`config.mk`:
```
export PLATFORM = sky130hd
export DESIGN_NAME = blit_line_copier_flat
export DESIGN_NICKNAME = d
export VERILOG_FILES = /design/src/rtl/blit_line_copier_if.sv /design/src/rtl/blit_line_copier.sv /design/src/flat_wrapper.sv
export SDC_FILE = /design/constraint.sdc
export NUM_CORES = 1
export LEC_CHECK = 0
export CAP_MARGIN = 0
export CELL_PAD_IN_SITES_DETAIL_PLACEMENT = 1
export CELL_PAD_IN_SITES_GLOBAL_PLACEMENT = 2
export CORE_ASPECT_RATIO = 0.6
export CORE_MARGIN = 1
export CORE_UTILIZATION = 34
export DETAILED_ROUTE_END_ITERATION = 16
export MAX_ROUTING_LAYER = met4
export PLACE_DENSITY = 0.83
export SLEW_MARGIN = 20
export SYNTH_ARGS = -nofsm -noshare
export SYNTH_HDL_FRONTEND = slang
export SYNTH_SLANG_ARGS = --single-unit
```
`constraint.sdc`:
```
create_clock -name i_clk -period 8.4 [get_ports i_clk]
set_input_delay 0.84 -clock i_clk [delete_from_list [all_inputs] [get_ports i_clk]]
set_output_delay 0.84 -clock i_clk [all_outputs]
set_load 0.02 [all_outputs]
```
`src/rtl/blit_line_copier_if.sv`:
```
// AXI4 channel bundle between the blitter copy engine (master) and the SDRAM controller (slave).
// Only the fields the copy engine drives or consumes are carried.
interface intf_axi4 #(
    parameter int DATA_WIDTH = 16
) ();
    logic                  m_arvalid;
    logic                  s_arready;
    logic [31:0]           m_araddr;
    logic [7:0]            m_arlen;
    logic [2:0]            m_arsize;
    logic [1:0]            m_arburst;

    logic                  s_rvalid;
    logic                  m_rready;
    logic [DATA_WIDTH-1:0] s_rdata;

    logic                  m_awvalid;
    logic                  s_awready;
    logic [31:0]           m_awaddr;
    logic [7:0]            m_awlen;
    logic [2:0]            m_awsize;
    logic [1:0]            m_awburst;

    logic                  m_wvalid;
    logic                  s_wready;
    logic [DATA_WIDTH-1:0] m_wdata;
    logic                  m_wlast;

    logic                  m_bready;

    modport master (
        output m_arvalid, m_araddr, m_arlen, m_arsize, m_arburst, m_rready,
        output m_awvalid, m_awaddr, m_awlen, m_awsize, m_awburst,
        output m_wvalid, m_wdata, m_wlast, m_bready,
        input  s_arready, s_rvalid, s_rdata, s_awready, s_wready
    );

    modport slave (
        input  m_arvalid, m_araddr, m_arlen, m_arsize, m_arburst, m_rready,
        input  m_awvalid, m_awaddr, m_awlen, m_awsize, m_awburst,
        input  m_wvalid, m_wdata, m_wlast, m_bready,
        output s_arready, s_rvalid, s_rdata, s_awready, s_wready
    );
endinterface

```
`src/rtl/blit_line_copier.sv`:
```
// Blitter rectangle copy engine: reads source lines in bursts into a FIFO and writes them to the
// destination, with independent read and write FSMs each keeping at most one burst outstanding.
module blit_line_copier #(
    parameter int DATA_WIDTH = 16,
    parameter int MAX_BURST  = 8,
    parameter int FIFO_DEPTH = 16
) (
    input  logic        i_clk,
    input  logic        i_reset,
    input  logic        i_start,
    input  logic [31:0] i_src_addr,
    input  logic [31:0] i_dst_addr,
    input  logic [15:0] i_width,
    input  logic [11:0] i_height,
    input  logic [31:0] i_src_stride,
    input  logic [31:0] i_dst_stride,
    output logic        o_busy,
    output logic        o_done,
    intf_axi4.master    axi_bus
);
    localparam int BPW    = DATA_WIDTH / 8;
    localparam int SIZE   = $clog2(BPW);
    localparam int BLEN_W = $clog2(MAX_BURST + 1);
    localparam int PTR_W  = $clog2(FIFO_DEPTH);
    localparam int CNT_W  = PTR_W + 1;

    typedef enum logic [1:0] {TOP_IDLE, TOP_RUN, TOP_DONE} top_state_t;
    typedef enum logic [1:0] {RD_IDLE, RD_ADDR, RD_DATA} rd_state_t;
    typedef enum logic [1:0] {WR_IDLE, WR_ADDR, WR_DATA} wr_state_t;

    top_state_t r_top, w_top_next;
    rd_state_t  r_rd,  w_rd_next;
    wr_state_t  r_wr,  w_wr_next;

    logic [15:0]           r_width;
    logic [31:0]           r_src_stride, r_dst_stride;
    logic [11:0]           r_rd_lines, r_wr_lines;
    logic [15:0]           r_rd_words, r_wr_words;
    logic [31:0]           r_rd_ptr, r_rd_base, r_wr_ptr, r_wr_base;
    logic [BLEN_W-1:0]     r_rd_inflight, r_wr_beats;
    logic [DATA_WIDTH-1:0] r_mem [FIFO_DEPTH];
    logic [PTR_W-1:0]      r_fifo_wp, r_fifo_rp;
    logic [CNT_W-1:0]      r_fifo_count;

    logic                  w_accept, w_zero, w_ar_hs, w_aw_hs, w_push, w_pop;
    logic                  w_rd_space_ok, w_wr_data_ok, w_final_beat;
    logic [BLEN_W-1:0]     w_rd_blen, w_wr_blen;

    assign w_accept  = (r_top == TOP_IDLE) && i_start;
    assign w_zero    = (i_width == 16'd0) || (i_height == 12'd0);
    assign w_rd_blen = (r_rd_words >= 16'(MAX_BURST)) ? BLEN_W'(MAX_BURST) : r_rd_words[BLEN_W-1:0];
    assign w_wr_blen = (r_wr_words >= 16'(MAX_BURST)) ? BLEN_W'(MAX_BURST) : r_wr_words[BLEN_W-1:0];

    // Space is reserved for the whole burst before AR is issued, so R beats can always be accepted.
    assign w_rd_space_ok = (32'(r_fifo_count) + 32'(r_rd_inflight) + 32'(w_rd_blen)) <= 32'(FIFO_DEPTH);
    assign w_wr_data_ok  = 32'(r_fifo_count) >= 32'(w_wr_blen);

    assign w_ar_hs      = (r_rd == RD_ADDR) && axi_bus.s_arready;
    assign w_aw_hs      = (r_wr == WR_ADDR) && axi_bus.s_awready;
    assign w_push       = (r_rd == RD_DATA) && axi_bus.s_rvalid && axi_bus.m_rready;
    assign w_pop        = (r_wr == WR_DATA) && axi_bus.s_wready;
    assign w_final_beat = w_pop && (r_wr_beats == BLEN_W'(1)) && (r_wr_lines == 12'd0);

    assign axi_bus.m_arvalid = (r_rd == RD_ADDR);
    assign axi_bus.m_araddr  = r_rd_ptr;
    assign axi_bus.m_arlen   = 8'(w_rd_blen) - 8'd1;
    assign axi_bus.m_arsize  = 3'(SIZE);
    assign axi_bus.m_arburst = 2'b01;
    assign axi_bus.m_rready  = 1'b1;
    assign axi_bus.m_awvalid = (r_wr == WR_ADDR);
    assign axi_bus.m_awaddr  = r_wr_ptr;
    assign axi_bus.m_awlen   = 8'(w_wr_blen) - 8'd1;
    assign axi_bus.m_awsize  = 3'(SIZE);
    assign axi_bus.m_awburst = 2'b01;
    assign axi_bus.m_wvalid  = (r_wr == WR_DATA);
    assign axi_bus.m_wdata   = r_mem[r_fifo_rp];
    assign axi_bus.m_wlast   = (r_wr == WR_DATA) && (r_wr_beats == BLEN_W'(1));
    assign axi_bus.m_bready  = 1'b1;

    assign o_busy = (r_top == TOP_RUN);
    assign o_done = (r_top == TOP_DONE);

    always_comb begin
        w_top_next = r_top;
        w_rd_next  = r_rd;
        w_wr_next  = r_wr;
        case (r_top)
            TOP_IDLE: if (i_start) w_top_next = w_zero ? TOP_DONE : TOP_RUN;
            TOP_RUN:  if (w_final_beat) w_top_next = TOP_DONE;
            default:  w_top_next = TOP_IDLE;
        endcase
        case (r_rd)
            RD_IDLE: if (r_top == TOP_RUN && r_rd_lines != 12'd0 && w_rd_space_ok) w_rd_next = RD_ADDR;
            RD_ADDR: if (axi_bus.s_arready) w_rd_next = RD_DATA;
            RD_DATA: if (w_push && r_rd_inflight == BLEN_W'(1)) w_rd_next = RD_IDLE;
            default: w_rd_next = RD_IDLE;
        endcase
        case (r_wr)
            WR_IDLE: if (r_top == TOP_RUN && r_wr_lines != 12'd0 && w_wr_data_ok) w_wr_next = WR_ADDR;
            WR_ADDR: if (axi_bus.s_awready) w_wr_next = WR_DATA;
            WR_DATA: if (w_pop && r_wr_beats == BLEN_W'(1)) w_wr_next = WR_IDLE;
            default: w_wr_next = WR_IDLE;
        endcase
    end

    always_ff @(posedge i_clk or posedge i_reset) begin
        if (i_reset) begin
            r_top         <= TOP_IDLE;
            r_rd          <= RD_IDLE;
            r_wr          <= WR_IDLE;
            r_width       <= '0;
            r_src_stride  <= '0;
            r_dst_stride  <= '0;
            r_rd_lines    <= '0;
            r_wr_lines    <= '0;
            r_rd_words    <= '0;
            r_wr_words    <= '0;
            r_rd_ptr      <= '0;
            r_rd_base     <= '0;
            r_wr_ptr      <= '0;
            r_wr_base     <= '0;
            r_rd_inflight <= '0;
            r_wr_beats    <= '0;
            r_fifo_wp     <= '0;
            r_fifo_rp     <= '0;
            r_fifo_count  <= '0;
        end else begin
            r_top <= w_top_next;
            r_rd  <= w_rd_next;
            r_wr  <= w_wr_next;
            if (w_accept) begin
                r_width      <= i_width;
                r_src_stride <= i_src_stride;
                r_dst_stride <= i_dst_stride;
                r_rd_lines   <= w_zero ? 12'd0 : i_height;
                r_wr_lines   <= w_zero ? 12'd0 : i_height;
                r_rd_words   <= i_width;
                r_wr_words   <= i_width;
                r_rd_ptr     <= i_src_addr;
                r_rd_base    <= i_src_addr;
                r_wr_ptr     <= i_dst_addr;
                r_wr_base    <= i_dst_addr;
            end
            // Pointers advance at the address handshake; the line ends exactly on a burst boundary.
            if (w_ar_hs) begin
                r_rd_inflight <= w_rd_blen;
                if (r_rd_words == 16'(w_rd_blen)) begin
                    r_rd_lines <= r_rd_lines - 12'd1;
                    r_rd_words <= r_width;
                    r_rd_base  <= r_rd_base + r_src_stride;
                    r_rd_ptr   <= r_rd_base + r_src_stride;
                end else begin
                    r_rd_words <= r_rd_words - 16'(w_rd_blen);
                    r_rd_ptr   <= r_rd_ptr + (32'(w_rd_blen) << SIZE);
                end
            end else if (w_push) begin
                r_rd_inflight <= r_rd_inflight - BLEN_W'(1);
            end
            if (w_aw_hs) begin
                r_wr_beats <= w_wr_blen;
                if (r_wr_words == 16'(w_wr_blen)) begin
                    r_wr_lines <= r_wr_lines - 12'd1;
                    r_wr_words <= r_width;
                    r_wr_base  <= r_wr_base + r_dst_stride;
                    r_wr_ptr   <= r_wr_base + r_dst_stride;
                end else begin
                    r_wr_words <= r_wr_words - 16'(w_wr_blen);
                    r_wr_ptr   <= r_wr_ptr + (32'(w_wr_blen) << SIZE);
                end
            end else if (w_pop) begin
                r_wr_beats <= r_wr_beats - BLEN_W'(1);
            end
            if (w_push) r_fifo_wp <= r_fifo_wp + PTR_W'(1);
            if (w_pop)  r_fifo_rp <= r_fifo_rp + PTR_W'(1);
            case ({w_push, w_pop})
                2'b10:   r_fifo_count <= r_fifo_count + CNT_W'(1);
                2'b01:   r_fifo_count <= r_fifo_count - CNT_W'(1);
                default: r_fifo_count <= r_fifo_count;
            endcase
        end
    end

    always_ff @(posedge i_clk) begin
        if (w_push) r_mem[r_fifo_wp] <= axi_bus.s_rdata;
    end

    a_fifo_no_overflow: assert property (@(posedge i_clk) disable iff (i_reset)
        !(w_push && !w_pop && r_fifo_count == CNT_W'(FIFO_DEPTH)));
endmodule

```
`src/flat_wrapper.sv`:
```
// flat-port wrapper written by rule: the top's interface ports become plain ports
module blit_line_copier_flat 
#(
    parameter int DATA_WIDTH = 16,
    parameter int MAX_BURST  = 8,
    parameter int FIFO_DEPTH = 16
)
  (i_clk, i_reset, i_start, i_src_addr, i_dst_addr, i_width, i_height, i_src_stride, i_dst_stride, o_busy, o_done, axi_bus_m_arvalid, axi_bus_m_araddr, axi_bus_m_arlen, axi_bus_m_arsize, axi_bus_m_arburst, axi_bus_m_rready, axi_bus_m_awvalid, axi_bus_m_awaddr, axi_bus_m_awlen, axi_bus_m_awsize, axi_bus_m_awburst, axi_bus_m_wvalid, axi_bus_m_wdata, axi_bus_m_wlast, axi_bus_m_bready, axi_bus_s_arready, axi_bus_s_rvalid, axi_bus_s_rdata, axi_bus_s_awready, axi_bus_s_wready);
  intf_axi4 #(.DATA_WIDTH(DATA_WIDTH)) axi_bus_i ();
  input  logic i_clk;
  input  logic i_reset;
  input  logic i_start;
  input  logic [31:0] i_src_addr;
  input  logic [31:0] i_dst_addr;
  input  logic [15:0] i_width;
  input  logic [11:0] i_height;
  input  logic [31:0] i_src_stride;
  input  logic [31:0] i_dst_stride;
  output logic o_busy;
  output logic o_done;
  output wire logic [$bits(axi_bus_i.m_arvalid)-1:0] axi_bus_m_arvalid;
  output wire logic [$bits(axi_bus_i.m_araddr)-1:0] axi_bus_m_araddr;
  output wire logic [$bits(axi_bus_i.m_arlen)-1:0] axi_bus_m_arlen;
  output wire logic [$bits(axi_bus_i.m_arsize)-1:0] axi_bus_m_arsize;
  output wire logic [$bits(axi_bus_i.m_arburst)-1:0] axi_bus_m_arburst;
  output wire logic [$bits(axi_bus_i.m_rready)-1:0] axi_bus_m_rready;
  output wire logic [$bits(axi_bus_i.m_awvalid)-1:0] axi_bus_m_awvalid;
  output wire logic [$bits(axi_bus_i.m_awaddr)-1:0] axi_bus_m_awaddr;
  output wire logic [$bits(axi_bus_i.m_awlen)-1:0] axi_bus_m_awlen;
  output wire logic [$bits(axi_bus_i.m_awsize)-1:0] axi_bus_m_awsize;
  output wire logic [$bits(axi_bus_i.m_awburst)-1:0] axi_bus_m_awburst;
  output wire logic [$bits(axi_bus_i.m_wvalid)-1:0] axi_bus_m_wvalid;
  output wire logic [$bits(axi_bus_i.m_wdata)-1:0] axi_bus_m_wdata;
  output wire logic [$bits(axi_bus_i.m_wlast)-1:0] axi_bus_m_wlast;
  output wire logic [$bits(axi_bus_i.m_bready)-1:0] axi_bus_m_bready;
  input wire logic [$bits(axi_bus_i.s_arready)-1:0] axi_bus_s_arready;
  input wire logic [$bits(axi_bus_i.s_rvalid)-1:0] axi_bus_s_rvalid;
  input wire logic [$bits(axi_bus_i.s_rdata)-1:0] axi_bus_s_rdata;
  input wire logic [$bits(axi_bus_i.s_awready)-1:0] axi_bus_s_awready;
  input wire logic [$bits(axi_bus_i.s_wready)-1:0] axi_bus_s_wready;
  assign axi_bus_m_arvalid = axi_bus_i.m_arvalid;
  assign axi_bus_m_araddr = axi_bus_i.m_araddr;
  assign axi_bus_m_arlen = axi_bus_i.m_arlen;
  assign axi_bus_m_arsize = axi_bus_i.m_arsize;
  assign axi_bus_m_arburst = axi_bus_i.m_arburst;
  assign axi_bus_m_rready = axi_bus_i.m_rready;
  assign axi_bus_m_awvalid = axi_bus_i.m_awvalid;
  assign axi_bus_m_awaddr = axi_bus_i.m_awaddr;
  assign axi_bus_m_awlen = axi_bus_i.m_awlen;
  assign axi_bus_m_awsize = axi_bus_i.m_awsize;
  assign axi_bus_m_awburst = axi_bus_i.m_awburst;
  assign axi_bus_m_wvalid = axi_bus_i.m_wvalid;
  assign axi_bus_m_wdata = axi_bus_i.m_wdata;
  assign axi_bus_m_wlast = axi_bus_i.m_wlast;
  assign axi_bus_m_bready = axi_bus_i.m_bready;
  assign axi_bus_i.s_arready = axi_bus_s_arready;
  assign axi_bus_i.s_rvalid = axi_bus_s_rvalid;
  assign axi_bus_i.s_rdata = axi_bus_s_rdata;
  assign axi_bus_i.s_awready = axi_bus_s_awready;
  assign axi_bus_i.s_wready = axi_bus_s_wready;
  blit_line_copier #(.DATA_WIDTH(DATA_WIDTH), .MAX_BURST(MAX_BURST), .FIFO_DEPTH(FIFO_DEPTH)) u_core (.i_clk(i_clk), .i_reset(i_reset), .i_start(i_start), .i_src_addr(i_src_addr), .i_dst_addr(i_dst_addr), .i_width(i_width), .i_height(i_height), .i_src_stride(i_src_stride), .i_dst_stride(i_dst_stride), .o_busy(o_busy), .o_done(o_done), .axi_bus(axi_bus_i));
endmodule
```
== Yosys cells after proc, flatten, opt, wreduce, memory -nomap -nowiden ==
Memories as Yosys holds them, arrays and structs flattened.
Cells that the tools add are included.

* Add/sub/neg operators: 18
* Multiply operators: 0
* Div/mod/pow operators: 0
* $lt $le $gt $ge: 4
* Equal/unequal tests: 20
* Shift-type cells: 0
* Mux-type cells: 45
* Bitwise gates (word level): 0
* Reduce and logical (&&, ||, !) cells: 30

{| class="wikitable"
|+ Operators with widths
! kind !! count
|-
| $mux W32 || 12
|-
| $mux W12 || 7
|-
| $mux W16 || 5
|-
| $add A32 B32 Y32 || 2
|-
| $add A32 B5 Y32 || 2
|-
| $add A32 B4 Y32 || 1
|-
| $eq A16 B4 Y1 || 2
|-
| $ge A16 B4 Y1 const B || 2
|-
| $le A32 B5 Y1 const B || 1
|-
| $sub A16 B4 Y16 || 2
|-
| $logic_not A12 Y1 || 2
|-
| $mux W4 || 6
|-
| $reduce_bool A12 Y1 || 2
|-
| $sub A12 B1 Y12 const B || 2
|-
| $mux W2 || 9
|-
| $logic_not A16 Y1 || 1
|-
| $logic_and A1 B1 Y1 || 13
|-
| $ne A2 B1 Y1 const B || 6
|-
| $pmux W2 S3 || 2
|-
| $pmux W5 S2 || 1
|-
| $reduce_bool A2 Y1 || 5
|-
| $sub A4 B1 Y5 const B || 2
|-
| $add A4 B1 Y4 const B || 2
|-
| $eq A2 B1 Y1 const B || 4
|-
| 14 further kinds || 24
|}

* Register bits after elaboration: 291
* Latch bits: 0
* Memory bits (writable): 256
* Bits in read-only memories: 0
* Input bits: 179
* Output and inout bits: 114
* Logic and storage cells: 137
* Memories kept: 1

{| class="wikitable"
|+ Memories
! name !! depth !! bits a word !! read ports !! clocked after memory_dff !! write ports !! RTL line !! text
|-
| u_core.r_mem || 16 || 16 || 1 || 0 || 1 || blit_line_copier.sv:41 || <nowiki>logic [DATA_WIDTH-1:0] r_mem [FIFO_DEPTH];</nowiki>
|}

== Longest topological paths before layout ==
* Depth in word-level cells: 7
* Depth in mapped cells: 18
* Mapped depth without buffers: 17

== Worst setup path before layout ==
OpenSTA, ideal clock, no wires.

* Path kind: flip-flop to flip-flop
* Start: reg u_core.r_rd_words[10]
* End: reg u_core.r_rd_ptr[19], in the netlist u_core.axi_bus.m_araddr[19]
* Library setup time: 0.126 ns
* Data arrival time: 4.083 ns
* Path slack: 4.191 ns
* Cell stages (with the launch flop): 17
* Path buffers: 0
* Period minus slack after synthesis: 4.209 ns
* Cell sequence: dfrtp_1 > or4_4 > nor4_4 > nand2_1 > nor2_1 > nand2_1 > inv_1 > ha_1 > inv_1 > fa_1 > nor2b_1 > o21ai_0 > a211oi_1 > and2_1 > nand3_1 > xnor2_1 > a221o_1

* Word-level cells in the longest chain between the ends: 5
* Elaborated cells on any way between the ends: 6
* Those cells by class: 1 x add/sub; 1 x order compare; 1 x eq/ne; 3 x mux

{| class="wikitable"
|+ Ends and longest elaborated chain
! item !! RTL line !! text
|-
| from (decl) || blit_line_copier.sv:38 || <nowiki>logic [15:0] r_rd_words, r_wr_words;</nowiki>
|-
| from (signal assigned) || blit_line_copier.sv:137 || <nowiki>r_rd_words <= i_width;</nowiki>
|-
| from (signal assigned) || blit_line_copier.sv:149 || <nowiki>r_rd_words <= r_width;</nowiki>
|-
| from (signal assigned) || blit_line_copier.sv:153 || <nowiki>r_rd_words <= r_rd_words - 16'(w_rd_blen);</nowiki>
|-
| $ge A16 B4 Y1 || blit_line_copier.sv:51 || <nowiki>assign w_rd_blen = (r_rd_words >= 16'(MAX_BURST)) ? BLEN_W'(MAX_BURST) : r_rd_words[BLEN_W-1:0];</nowiki>
|-
| $mux W4 || blit_line_copier.sv:51 ||
|-
| $add A32 B5 Y32 / $eq A16 B4 Y1 (equally long branches) || blit_line_copier.sv:154, blit_line_copier.sv:147 ||
|-
| $mux W32 (*) || blit_line_copier.sv:147 || <nowiki>if (r_rd_words == 16'(w_rd_blen)) begin</nowiki>
|-
| $mux W32 (*) || blit_line_copier.sv:145 || <nowiki>if (w_ar_hs) begin</nowiki>
|-
| to (signal assigned) || blit_line_copier.sv:139 || <nowiki>r_rd_ptr <= i_src_addr;</nowiki>
|-
| to (signal assigned) || blit_line_copier.sv:151 || <nowiki>r_rd_ptr <= r_rd_base + r_src_stride;</nowiki>
|-
| to (signal assigned) || blit_line_copier.sv:154 || <nowiki>r_rd_ptr <= r_rd_ptr + (32'(w_rd_blen) << SIZE);</nowiki>
|-
| to (decl) || blit_line_copier.sv:39 || <nowiki>logic [31:0] r_rd_ptr, r_rd_base, r_wr_ptr, r_wr_base;</nowiki>
|}

Every way passes the cells marked *; elsewhere a longest branch is shown, timed or not.
A chain may end at the register's enable or synchronous reset.

== Worst setup path after layout ==
* Start: reg u_core.r_wr_words[9]
* End: out axi_bus_m_awlen[4]

* Word-level cells in the longest chain between the ends: 3

{| class="wikitable"
|+ Ends and longest elaborated chain
! item !! RTL line !! text
|-
| from (decl) || blit_line_copier.sv:38 ||
|-
| from (signal assigned) || blit_line_copier.sv:138 || <nowiki>r_wr_words <= i_width;</nowiki>
|-
| from (signal assigned) || blit_line_copier.sv:163 || <nowiki>r_wr_words <= r_width;</nowiki>
|-
| from (signal assigned) || blit_line_copier.sv:167 || <nowiki>r_wr_words <= r_wr_words - 16'(w_wr_blen);</nowiki>
|-
| $ge A16 B4 Y1 || blit_line_copier.sv:52 || <nowiki>assign w_wr_blen = (r_wr_words >= 16'(MAX_BURST)) ? BLEN_W'(MAX_BURST) : r_wr_words[BLEN_W-1:0];</nowiki>
|-
| $mux W4 || blit_line_copier.sv:52 ||
|-
| $sub A4 B1 Y5 || blit_line_copier.sv:72 || <nowiki>assign axi_bus.m_awlen = 8'(w_wr_blen) - 8'd1;</nowiki>
|-
| to (decl) || flat_wrapper.sv:29 || <nowiki>output wire logic [$bits(axi_bus_i.m_awlen)-1:0] axi_bus_m_awlen;</nowiki>
|}

No other way between the ends.

==> results.md <==
* GRT Total Usage at 0.2333
* Antenna viol nets, final at 0
* Post-Syn Instances at 2931
* # rows at 83
* DR iter-0 viols at 1971
* DIE AREA at 88680 um^2
* IO Count at 293
* Die Span X at 383.8 um
* Static Leak at 14.46 nW
* FF-to-FF path depth at 17
* Simple-Gate Fraction of Synth Area at 0.1599
* Actual slew at the worst max-slew pin at 1.200 ns
* CP Launch Point: u_core.r_wr_words[9]$_DFFE_PP0P_
* Hold wc startpoint: u_core.r_wr[1]$_DFFE_PP0P_
* CP arrival at 4.44 ns
* Final Max Tran Viols at 0
* Met3 GRT Util at 0.03295
* Setup Buffers After CTS at 0
* Clock Skew at 0.05409 ns
* Drt total wl at 101.1 mm
* #FFs+latches synth at 547
* Post-route cell area at 35500 um^2
* Routability Congestion at 0.8832
* Hold buffers post-CTS at 0
* Tot Pwr at 12.95 mW
* VDD IR max at 0.0002094 V
* Critical path class: flop to primary output
* CTS tree: built
* Worst r2r src: u_core.r_wr_words[9]$_DFFE_PP0P_
* Met1 Use GR at 0.3551
* Area leader, netlist: edfxtp_1
* Initial Utilization at 0.3454
* Sequential fraction of the synthesis area at 0.5034
* Status: complete, no violations
* Grt peak-use layer: met1
* Sink Count at 547
* Crit share post-route at 0.6283
* EDFF count, synth at 256
* Syn Area/Cell at 10.14 um^2
* Min setup slack post-route at 3.122 ns
* Synth warn at 0
* Max Freq at 189.5 MHz
* Fin nets at 3418
* WHS at 0.4803 ns
* Longest Clk Path Bufs at 3
* Wire per inst at 23.37 um
* Pre-CTS WS at 3.466 ns
* Post-cts sizing count at 0
* Cell Area, Placed at 33520 um^2
* Area share of fa/ha/maj cells after synthesis at 0.04755
* Worst Setup End Kind: primary output
* Mapped Area at 29730 um^2
* Multiplexer share of the synthesized area at 0.05357
* Final min period at 5.278 ns
* Synth Area in Compound Gates at 0.1712
* Clock Pin Slew Worst Setup and Hold Paths at 0.06 ns
* Critical Path Start Type: flop
* Largest net degree at the start of global routing at 162
* Max Fanout on Critical Path at 7
* Slew HR at 0.1969
* Min-delay worst type: flop to flop
* Worst-Skew Late Latency at 0.69 ns
* Core footprint at 86090 um^2
* Top-area cell type share of the netlist area at 0.2585
* Post-synth ARST share at 0.5320
* Vias in the first global route at 24460
* PwrDens at 364.8 nW/um^2
* Die height at 231.1 um
* Max-cap viol count at 0
* Clock tree root buffer cell: clkbuf_16
* Hold Violations, Final at 0
* First-pass GRT wire length at 155.3 mm
* Setup total negative slack at 0 ns
* Post-DP HPWL at 69.73 mm
* Combinational family with the most area after synthesis: compound AO/OA/AOI/OAI gates
* Top FF cell, synth: dfrtp_1
* Via count at 24150
* Area Growth Syn to Fin at 19.39%
* WP data required at 7.56 ns
* Vias per inst at 5.581
* Most common cell in the netlist: nand2_1
* Antenna violations before repair at 5
* Setup repair after global routing missed its margin: false
* Met2 Usage GRT at 0.3262
* Netlist cell types at 95
* TritonRoute pass-1 iters at 5
* Final setup fails at 0
* Top cells by count, synth: nand2_1, dfrtp_1, edfxtp_1, a21oi_1, o21ai_0
* Cts bufs inserted at 56
* Worst hold stages at 1
* Residual DRC at 0
* H-tree Lvls at 2
* Synth top area cells: edfxtp_1, dfrtp_1, nand2_1, ha_1, a21oi_1
* Layout cells sized above 1 at 0.06581
* Grt ovf at 0
* IO buf count at 280
* XOR/XNOR Fraction of Synth Area at 0.02903
## sequential cells by signal, summed over array words and instances (netlist names), 16 cells and up
register	count
u_core.r_mem	256
u_core.axi_bus.m_araddr	32
u_core.axi_bus.m_awaddr	32
u_core.r_dst_stride	32
u_core.r_rd_base	32
u_core.r_src_stride	32
u_core.r_wr_base	32
u_core.r_rd_words	16
u_core.r_width	16
u_core.r_wr_words	16
## cell families (layout without fill, tap and decap cells)
kind of cell / count (synthesis) / in the layout
and+or+nand+nor: 1007 / 1007
AOI/OAI and AO/OA: 806 / 806
DFF: 547 / 547
buffers and inverters: 246 / 479
muxes: 117 / 117
adders and majority gates: 109 / 109
xor gates and xnor gates: 97 / 97
other: 2 / 17
## report_power, final
group | switching [mW] | leakage (nW) | total, mW | internal (mW)
Clock | 1.17 | 0.958 | 2.71 | 1.54
Sequential | 0.801 | 5.89 | 4.31 | 3.51
Combinational | 3.50 | 7.61 | 5.93 | 2.43
## metal layers
| metal | vias up | part of all wire |
|---|---|---|
| met5 | - | 0 |
| met4 | 0 | 0.017 |
| met2 | 599 | 0.42 |
| met3 | 108 | 0.051 |
| met1 | 12290 | 0.51 |
| li1 | 11150 | - |
## worst paths after layout
path | endpoint | slack, ns
max | axi_bus_m_awlen[4] | 3.12
min | u_core.r_wr[0]$_DFFE_PP0P_ | 0.48
max reg2reg | u_core.axi_bus.m_awaddr[25]$_DFFE_PP0P_ | 3.32
min reg2reg | u_core.r_wr[0]$_DFFE_PP0P_ | 0.48
max in group asynchronous | u_core.r_wr_base[21]$_DFF_PP0_ | 6.37
min in group asynchronous | u_core.r_src_stride[5]$_DFFE_PP0P_ | 0.70
## through the flow
| step | util | cells |
|---|---|---|
| floorplan | - | 2943 |
| global placement | 0.3893 | 4220 |
| detailed placement | 0.3894 | 4220 |
| CTS | 0.4121 | 4323 |
| global route | 0.4124 | 4326 |
| finish | 0.4124 | 4326 |
## layout by cell type, fill, tap and decap left out, types with 56 or more instances in the layout
cell type          n
nand2_1          524
dfrtp_1          290
clkdlybuf4s50_1  280
edfxtp_1         256
a21oi_1          239
o21ai_0          189
ha_1             101
nor2_1            97
inv_1             71
nand3_1           69
mux2i_1           68
xnor2_1           63
a21o_1            62
clkbuf_16         56
## worst max-delay path, cell delays in order (launching register included)
cell and delay, ns:
dfrtp_1 0.40, nor4_1 0.72, nand3_1 0.16, nor3_1 0.48, nand2b_1 0.29, inv_1 0.22, and2_1 0.22, inv_1 0.10
ha_1 0.22, nor3b_1 0.22, clkdlybuf4s50_1 0.75
## final cells by class
| cell class | count | area [um^2] |
|---|---|---|
| multi-input combinational | 2150 | 13830 |
| fill | 9540 | 50590 |
| timing repair buffer | 304 | 3020 |
| tap | 1147 | 1435 |
| sequential | 547 | 14970 |
| clock buffer | 70 | 1524 |
| inverter | 72 | 274.0 |
| antenna | 3 | 7.507 |
| clock inverter | 33 | 436.7 |
Power figures use the tool's default switching activity.
